## config.mk

```make
export PLATFORM = sky130hd
export DESIGN_NAME = shift_sequencer
export DESIGN_NICKNAME = d
export VERILOG_FILES = /design/src/rtl/shift_seq_pkg.sv /design/src/rtl/shift_step.sv /design/src/rtl/shift_sequencer.sv
export SDC_FILE = /design/constraint.sdc
export NUM_CORES = 1
export LEC_CHECK = 0
export CAP_MARGIN = 20
export CORE_UTILIZATION = 53
export DETAILED_ROUTE_END_ITERATION = 7
export PLACE_DENSITY = 0.83
export REMOVE_ABC_BUFFERS = 1
export SLEW_MARGIN = 20
export SYNTH_ARGS = -nofsm -noshare
export SYNTH_HDL_FRONTEND = slang
export SYNTH_SLANG_ARGS = --single-unit
```

## constraint.sdc

```tcl
create_clock -name clk -period 2.8 [get_ports clk]
set_clock_uncertainty 0.2 [all_clocks]
set_input_delay 0.42 -clock clk [delete_from_list [all_inputs] [get_ports clk]]
set_output_delay 0.42 -clock clk [all_outputs]
set_load 0.02 [all_outputs]
```

## src/rtl/shift_seq_pkg.sv

```systemverilog
// Shared types for the sequential shift controller: FSM states and shift op codes.
package shift_seq_pkg;

    typedef enum logic [1:0] {
        IDLE  = 2'd0,
        SHIFT = 2'd1,
        DONE  = 2'd2
    } state_t;

    typedef enum logic [1:0] {
        SLL = 2'd0,
        SRL = 2'd1,
        SRA = 2'd2,
        ROL = 2'd3
    } shop_t;

endpackage

```

## src/rtl/shift_step.sv

```systemverilog
// One-bit shift stage: produces the next accumulator value and the bit shifted out.
module shift_step
    import shift_seq_pkg::*;
#(
    parameter int M = 4
) (
    input  logic [M-1:0] i_acc,
    input  shop_t        i_op,
    output logic [M-1:0] o_next,
    output logic         o_out
);

    // Select the single-bit move for the latched op code
    always_comb begin
        o_next = i_acc;
        o_out  = 1'b0;
        case (i_op)
            SLL: begin
                o_next = {i_acc[M-2:0], 1'b0};
                o_out  = i_acc[M-1];
            end
            SRL: begin
                o_next = {1'b0, i_acc[M-1:1]};
                o_out  = i_acc[0];
            end
            SRA: begin
                o_next = {i_acc[M-1], i_acc[M-1:1]};
                o_out  = i_acc[0];
            end
            ROL: begin
                o_next = {i_acc[M-2:0], i_acc[M-1]};
                o_out  = i_acc[M-1];
            end
            default: begin
                o_next = i_acc;
                o_out  = 1'b0;
            end
        endcase
    end

endmodule

```

## src/rtl/shift_sequencer.sv

```systemverilog
// Multi-cycle shift controller: latches an operand on start, shifts one bit per
// clock, then presents the result and C/N/V/Z flags with a one-cycle done pulse.
module shift_sequencer
    import shift_seq_pkg::*;
#(
    parameter int M = 4
) (
    input  logic         clk,
    input  logic         rst,
    input  logic         start,
    input  logic [1:0]   op,
    input  logic [M-1:0] A,
    input  logic [M-1:0] B,
    output logic         busy,
    output logic         done,
    output logic [M-1:0] R,
    output logic         C,
    output logic         N,
    output logic         V,
    output logic         Z
);

    localparam int          CW    = $clog2(M + 1);
    localparam logic [M:0]  M_EXT = M[M:0];

    state_t          r_state;
    state_t          w_next_state;
    logic [M-1:0]    r_acc;
    logic [CW-1:0]   r_count;
    shop_t           r_op;
    logic            r_carry;
    logic            r_vpend;

    logic [CW-1:0]   w_k;
    logic            w_v;
    logic            w_accept;
    logic            w_last_shift;
    logic [M-1:0]    w_step_next;
    logic            w_step_out;

    shift_step #(.M(M)) u_step (
        .i_acc  (r_acc),
        .i_op   (r_op),
        .o_next (w_step_next),
        .o_out  (w_step_out)
    );

    // Shift count for a new request: rotates wrap modulo M, other ops saturate at M
    always_comb begin
        w_k = '0;
        w_v = 1'b0;
        if (shop_t'(op) == ROL) begin
            w_k = CW'({1'b0, B} % M_EXT);
            w_v = 1'b0;
        end else if ({1'b0, B} >= M_EXT) begin
            w_k = CW'(M);
            w_v = 1'b1;
        end else begin
            w_k = CW'(B);
            w_v = 1'b0;
        end
    end

    assign w_accept     = (r_state == IDLE) && start;
    assign w_last_shift = (r_state == SHIFT) && (r_count <= CW'(1));

    // State register
    always_ff @(posedge clk or posedge rst) begin
        if (rst) begin
            r_state <= IDLE;
        end else begin
            r_state <= w_next_state;
        end
    end

    // Next-state logic; unused encodings fall back to IDLE
    always_comb begin
        w_next_state = r_state;
        case (r_state)
            IDLE: begin
                if (start) begin
                    w_next_state = (w_k != '0) ? SHIFT : DONE;
                end
            end
            SHIFT: begin
                if (r_count <= CW'(1)) begin
                    w_next_state = DONE;
                end
            end
            DONE:    w_next_state = IDLE;
            default: w_next_state = IDLE;
        endcase
    end

    // Working registers: load on accept, step once per SHIFT cycle
    always_ff @(posedge clk or posedge rst) begin
        if (rst) begin
            r_acc   <= '0;
            r_count <= '0;
            r_op    <= SLL;
            r_carry <= 1'b0;
            r_vpend <= 1'b0;
        end else if (w_accept) begin
            r_acc   <= A;
            r_count <= w_k;
            r_op    <= shop_t'(op);
            r_carry <= 1'b0;
            r_vpend <= w_v;
        end else if (r_state == SHIFT) begin
            r_acc   <= w_step_next;
            r_count <= r_count - CW'(1);
            r_carry <= w_step_out;
        end
    end

    // Result and flags update only when entering DONE, then hold until the next result
    always_ff @(posedge clk or posedge rst) begin
        if (rst) begin
            R <= '0;
            C <= 1'b0;
            N <= 1'b0;
            V <= 1'b0;
            Z <= 1'b1;
        end else if (w_accept && (w_k == '0)) begin
            R <= A;
            C <= 1'b0;
            N <= A[M-1];
            V <= w_v;
            Z <= (A == '0);
        end else if (w_last_shift) begin
            R <= w_step_next;
            C <= w_step_out;
            N <= w_step_next[M-1];
            V <= r_vpend;
            Z <= (w_step_next == '0);
        end
    end

    assign busy = (r_state != IDLE);
    assign done = (r_state == DONE);

endmodule
```

=== Word-level counts from Yosys, hierarchy flattened ===
Cells that the tools add are included.
Widths: inputs -> output; s select.

* Add/sub/neg operators: 1
* Magnitude comparators: 2
* Equal/unequal tests: 8
* Muxes and demuxes: 24
* Reductions and logical operators: 15

{| class="wikitable"
|+ Operator list
! cell !! number
|-
| $mux 4 || 4
|-
| $pmux 4 s4 || 1
|-
| $mux 3 || 4
|-
| $mux 1 || 10
|-
| $eq 2x2->1 const B || 4
|-
| $logic_not 4->1 || 2
|-
| $mux 2 || 3
|-
| $reduce_bool 2->1 || 3
|-
| $eq 2x1->1 const B || 2
|-
| $ge 4x3->1 const B || 1
|-
| $logic_not 2->1 || 2
|-
| $pmux 2 s2 || 1
|-
| $reduce_or 2->1 || 2
|-
| $le 3x1->1 const B || 1
|-
| $logic_and 1x1->1 || 3
|-
| $logic_not 3->1 || 1
|-
| $reduce_bool 3->1 || 1
|-
| $sub 3x1->3 const B || 1
|-
| $ne 2x1->1 const B || 1
|-
| $ne 2x2->1 const B || 1
|-
| $pmux 1 s2 || 1
|-
| $reduce_and 2->1 || 1
|}

* Register bits after elaboration: 20
* Bits of input ports: 13
* Output and inout bits: 10
* Word-level logic and storage cells: 60

=== Depth between registers and ports, before layout ===
* Depth after elaboration: 7
* Gate-level depth with buffers: 8
* Depth with buffers taken out: 8

=== By module ===
A second synthesis with hierarchy kept.

* Cells, all modules: 113
* Area total of the unflattened synthesis: 1066.0 um2

{| class="wikitable"
|+ By module, submodules not included
! module !! instances !! cells an instance !! area an instance (um2) !! seq. area each (um2)
|-
| shift_sequencer || 1 || 93 || 925.9 || 476.7
|-
| shift_step || 1 || 20 || 140.1 || 0.0
|}

=== Least setup slack after synthesis ===
Ideal clock, no wire load.

* Kind: reg2reg
* Start point: register r_op[0]
* End point: register R[2]
* Data arrival time: 1518 ps
* Data required time: 2474 ps
* Slack: 956 ps
* Stages on the path, launching flop included: 7
* Buffers on the path: 0
* Path through: dfrtp_1 inv_1 ha_1 or2_1 a21oi_1 and2b_1 a221o_1

* Longest elaborated chain between the ends: 4
* Elaborated cells on any way between the ends: 7

{| class="wikitable"
|+ RTL lines
! what !! line !! text
|-
| start: declaration || shift_sequencer.sv:30 || <nowiki>shop_t r_op;</nowiki>
|-
| start signal: assignment || shift_sequencer.sv:106 || <nowiki>r_op <= shop_t'(op);</nowiki>
|-
| $eq 2x2->1 (tied with other cells) || shift_step.sv:17 || <nowiki>case (i_op)</nowiki>
|-
| $pmux 4 s4 * || shift_step.sv:17 ||
|-
| $mux 4 * || shift_sequencer.sv:130 || <nowiki>end else if (w_last_shift) begin</nowiki>
|-
| $mux 4 * || shift_sequencer.sv:124 || <nowiki>end else if (w_accept && (w_k == '0)) begin</nowiki>
|-
| end signal: assignment || shift_sequencer.sv:131 || <nowiki>R <= w_step_next;</nowiki>
|-
| end: declaration || shift_sequencer.sv:16 || <nowiki>output logic [M-1:0] R,</nowiki>
|}

Mark *: on every way between the ends. The rest lies on a longest branch, timed or not. The select of a mux whose other input is x is not followed.
A chain may end at the register's enable or synchronous reset.

=== Worst setup path after layout ===
* Start point: register r_state[0]
* End point: output done

* Longest elaborated chain between the ends: 1

{| class="wikitable"
|+ RTL lines
! what !! line !! text
|-
| start: declaration || shift_sequencer.sv:26 || <nowiki>state_t r_state;</nowiki>
|-
| start signal: assignment || shift_sequencer.sv:72 || <nowiki>r_state <= w_next_state;</nowiki>
|-
| $eq 2x2->1 || shift_sequencer.sv:140 || <nowiki>assign done = (r_state == DONE);</nowiki>
|-
| end: declaration || shift_sequencer.sv:15 || <nowiki>output logic done,</nowiki>
|}

Every way passes these cells.

==> key figures <==
Clock network
  – Num CTS Buffers: 3
  – Root Buffer: clkbuf_4
  – Clock Path Buffers: 2
  – CTS Hold Bufs: 0
  – Htree depth: 1
  – CTS resizes: 0
  – Worst-path clk slew: 0.12 ns
  – CTS tree: built
  – Post-CTS setup buffer count: 0
  – # clock sinks: 19
  – Clk Latency, worst-skew pair: ~0.3 ns

GRT
  – Total grt overflow: 0
  – Initial antenna violation count: 0
  – Vias in the first global route: about 810
  – Pin count of the biggest net entering global routing: 20
  – First-pass GRT wire length: 3700 um
  – All-Layer GR Usage: between 20% and 30%

Layout
  – Area of the multi-input gates: around 520 um^2
  – Fin util: roughly three quarters
  – FF+latch area: around 480 um^2
  – Share of cells above drive strength 1: around a tenth
  – P&R area growth vs syn: 24.9%
  – Commonest non-fill, non-tap cells in the layout: clkdlybuf4s50_1 (22), dfrtp_1 (18), nand2_1 (13)
  – Commonest non-fill, non-tap cell in the layout: clkdlybuf4s50_1
  – Nets: 152
  – Antenna Cells: 0
  – Filler cells: about 140

Critical path
  – Critical Path Source: r_state[0]
  – Slowest stage delay, CP: about 0.59 ns
  – Worst EP arrival: 1.58 ns
  – Worst setup path endpoint: done
  – Critical Path Start Type: flip-flop
  – Crit Reg-Reg Endpoint: R[2]
  – Slowest stage cell, crit path: clkdlybuf4s50_1
  – CP Class: flip-flop to primary output
  – WP depth: 2
  – Worst EP required: about 2.2 ns
  – Crit path buffers/inverters: 1
  – Worst r2r src: r_op[0]
  – CP endpoint kind: primary output
  – Worst-path cell chain: and2b_1 -> clkdlybuf4s50_1
  – Worst R2R Setup Slack: ~0.8 ns
  – Crit path max fanout: 5
  – Register-to-Register Path Depth: 6
  – CP top delay family: buffers and inverters

Drt
  – Pre-antenna DRT Iters: 4
  – Total Wirelength: ~2300 um
  – Initial DRC Count: between 40 and 50
  – Via count: between 900 and 1000
  – Routed len/inst: 14.8 um
  – Vias/cell: 5.75
  – Remaining antenna violation count after routing: 0
  – DRC Markers: 0

Timing
  – Count of final max-slew check failures: 0
  – Endpoints failing setup: 0
  – Relative slew margins: 51.1%
  – Min cycle time layout: around 2.2 ns
  – Hold WS: approximately 0.31 ns
  – Setup TNS: 0 ns
  – Final period util: 78.5%
  – RSZ-0062 raised after global routing: false
  – Fmax: 455 MHz
  – Final count of hold timing violations: 0
  – Worst-Margin Slew: 0.732 ns

Floorplan
  – Die X: ~47 um
  – # rows: 15
  – IO Count: 23
  – CORE AREA: 0.00180 mm^2
  – Die area: between 0.002 and 0.0025 mm^2
  – Initial Util: between 50% and 60%
  – Die Y: ~47 um

Placement
  – Port Buffers: 22
  – Placer Congestion: approximately 0.9
  – DP HPWL: 1770 um

Power and ir drop
  – Pwr Density: between 1000 and 1500 mW/mm^2
  – Switching share of power: between 40 and 50%
  – LEAKAGE: 0.578 nW
  – Internal power: 829 uW
  – Peak supply drop: 0.662 mV
  – Flop pwr share: 35.2%
  – Net Switching: between 600 and 700 uW
  – Share of power burned in the clock network: a little under a tenth
  – Comb pwr share: a little under three fifths

Synth
  – Synth Register Bits: 19
  – Post-synth EDFFs: 0
  – Ys flop type: dfrtp_1
  – Syn. warnings: 0
  – Syn_area_per_cell: 9.75 um^2
  – Cell variety after synth: 35
  – Syn Inst Count: roughly 110
  – Ys async rst share: 100%
  – Post-synthesis sequential area ratio: around 45%
  – Mapped cell area: 0.00105 mm^2

Job
  – Max Cap Viol: 0

Worst hold path
  – Worst min path class: flip-flop to flip-flop

Outcome
  – Status: finished clean
-- cell families (layout without fill, tap and decap cells) --
kind of cell | after synthesis | after routing | synth area share, %
simple gates | 36 | 36 | 19.2
buf+inv | 11 | 35 | 5.11
xor+xnor | 1 | 1 | 0.832
fa+ha+maj | 6 | 6 | 7.13
flops | 19 | 19 | 45.2
mux | 2 | 2 | 2.02
compound gates | 33 | 33 | 20.4
-- power groups by stage --
stage	Combinational, mW	Clock (mW)	Sequential [mW]
after CTS	0.809	0.141	0.515
after global routing	0.896	0.161	0.531
after floorplan	0.480	0	0.559
after detailed placement	0.800	0	0.521
after global placement	0.782	0	0.514
final	0.810	0.140	0.517
-- cells in the mapped netlist, drive strengths merged, types with 2 or more instances --
master | instances | area, um^2
nor3 | 2 | 21.3
o221a | 2 | 22.5
ha | 6 | 75.1
a21oi | 8 | 40.0
a22o | 2 | 17.5
nor3b | 3 | 27.5
nor2 | 10 | 45.0
nand2 | 13 | 48.8
inv | 8 | 30.0
buf | 3 | 23.8
a22oi | 5 | 37.5
dfrtp | 18 | 450
o21ai | 12 | 60.1
and2b | 2 | 15.0
-- routing by layer --
metal	vias to the layer above	part of all wire, %	global-route usage (%)
met2	46	51	39.7
met1	430	42	32.8
li1	424	-	-
met4	0	0.52	6.47
met3	2	6.4	3.53
met5	-	0	0
-- sequential cells by signal, summed over array words and instances (netlist names) --
signal	count
r_acc	4
Z	1
r_op	2
r_state	2
C	1
R	4
r_count	3
V	1
r_vpend	1
-- layout make-up --
| class | count | area share (%) |
|---|---|---|
| multi-input cells | 78 | 39.7 |
| flip-flops and latches | 19 | 36.2 |
| repair buffers | 23 | 17.3 |
| well taps | 25 | 2.38 |
| inverters | 8 | 2.28 |
| clock buffers | 3 | 1.71 |
| clock inverters | 1 | 0.380 |
-- metrics by stage --
stage	total power [mW]	std cells	cell area (um^2)	setup WS [ns]
3_3_place_gp	1.30	153	1290	0.712
5_1_grt	1.59	157	1320	0.542
3_5_place_dp	1.32	153	1290	0.695
4_1_cts	1.47	157	1320	0.601
2_1_floorplan	1.04	105	1030	0.922
6_report	1.47	157	1320	0.602
-- tightest hold or removal path: cells and delay by family, from the launching register on --
family	cells	cell delay (ns)
DFF	1	0.38
and+or+nand+nor	1	0.09
AOI/OAI and AO/OA	1	0.05
-- worst min path at each step --
stage	startpoint	cells past startpoint	to
5_1_grt	r_vpend	2	r_vpend
6_report	Z	2	Z
4_1_cts	Z	2	Z
3_3_place_gp	r_vpend	2	r_vpend
2_1_floorplan	rst	1	C
3_5_place_dp	r_vpend	2	r_vpend
Note: power is estimated with default switching activity, not from simulation.
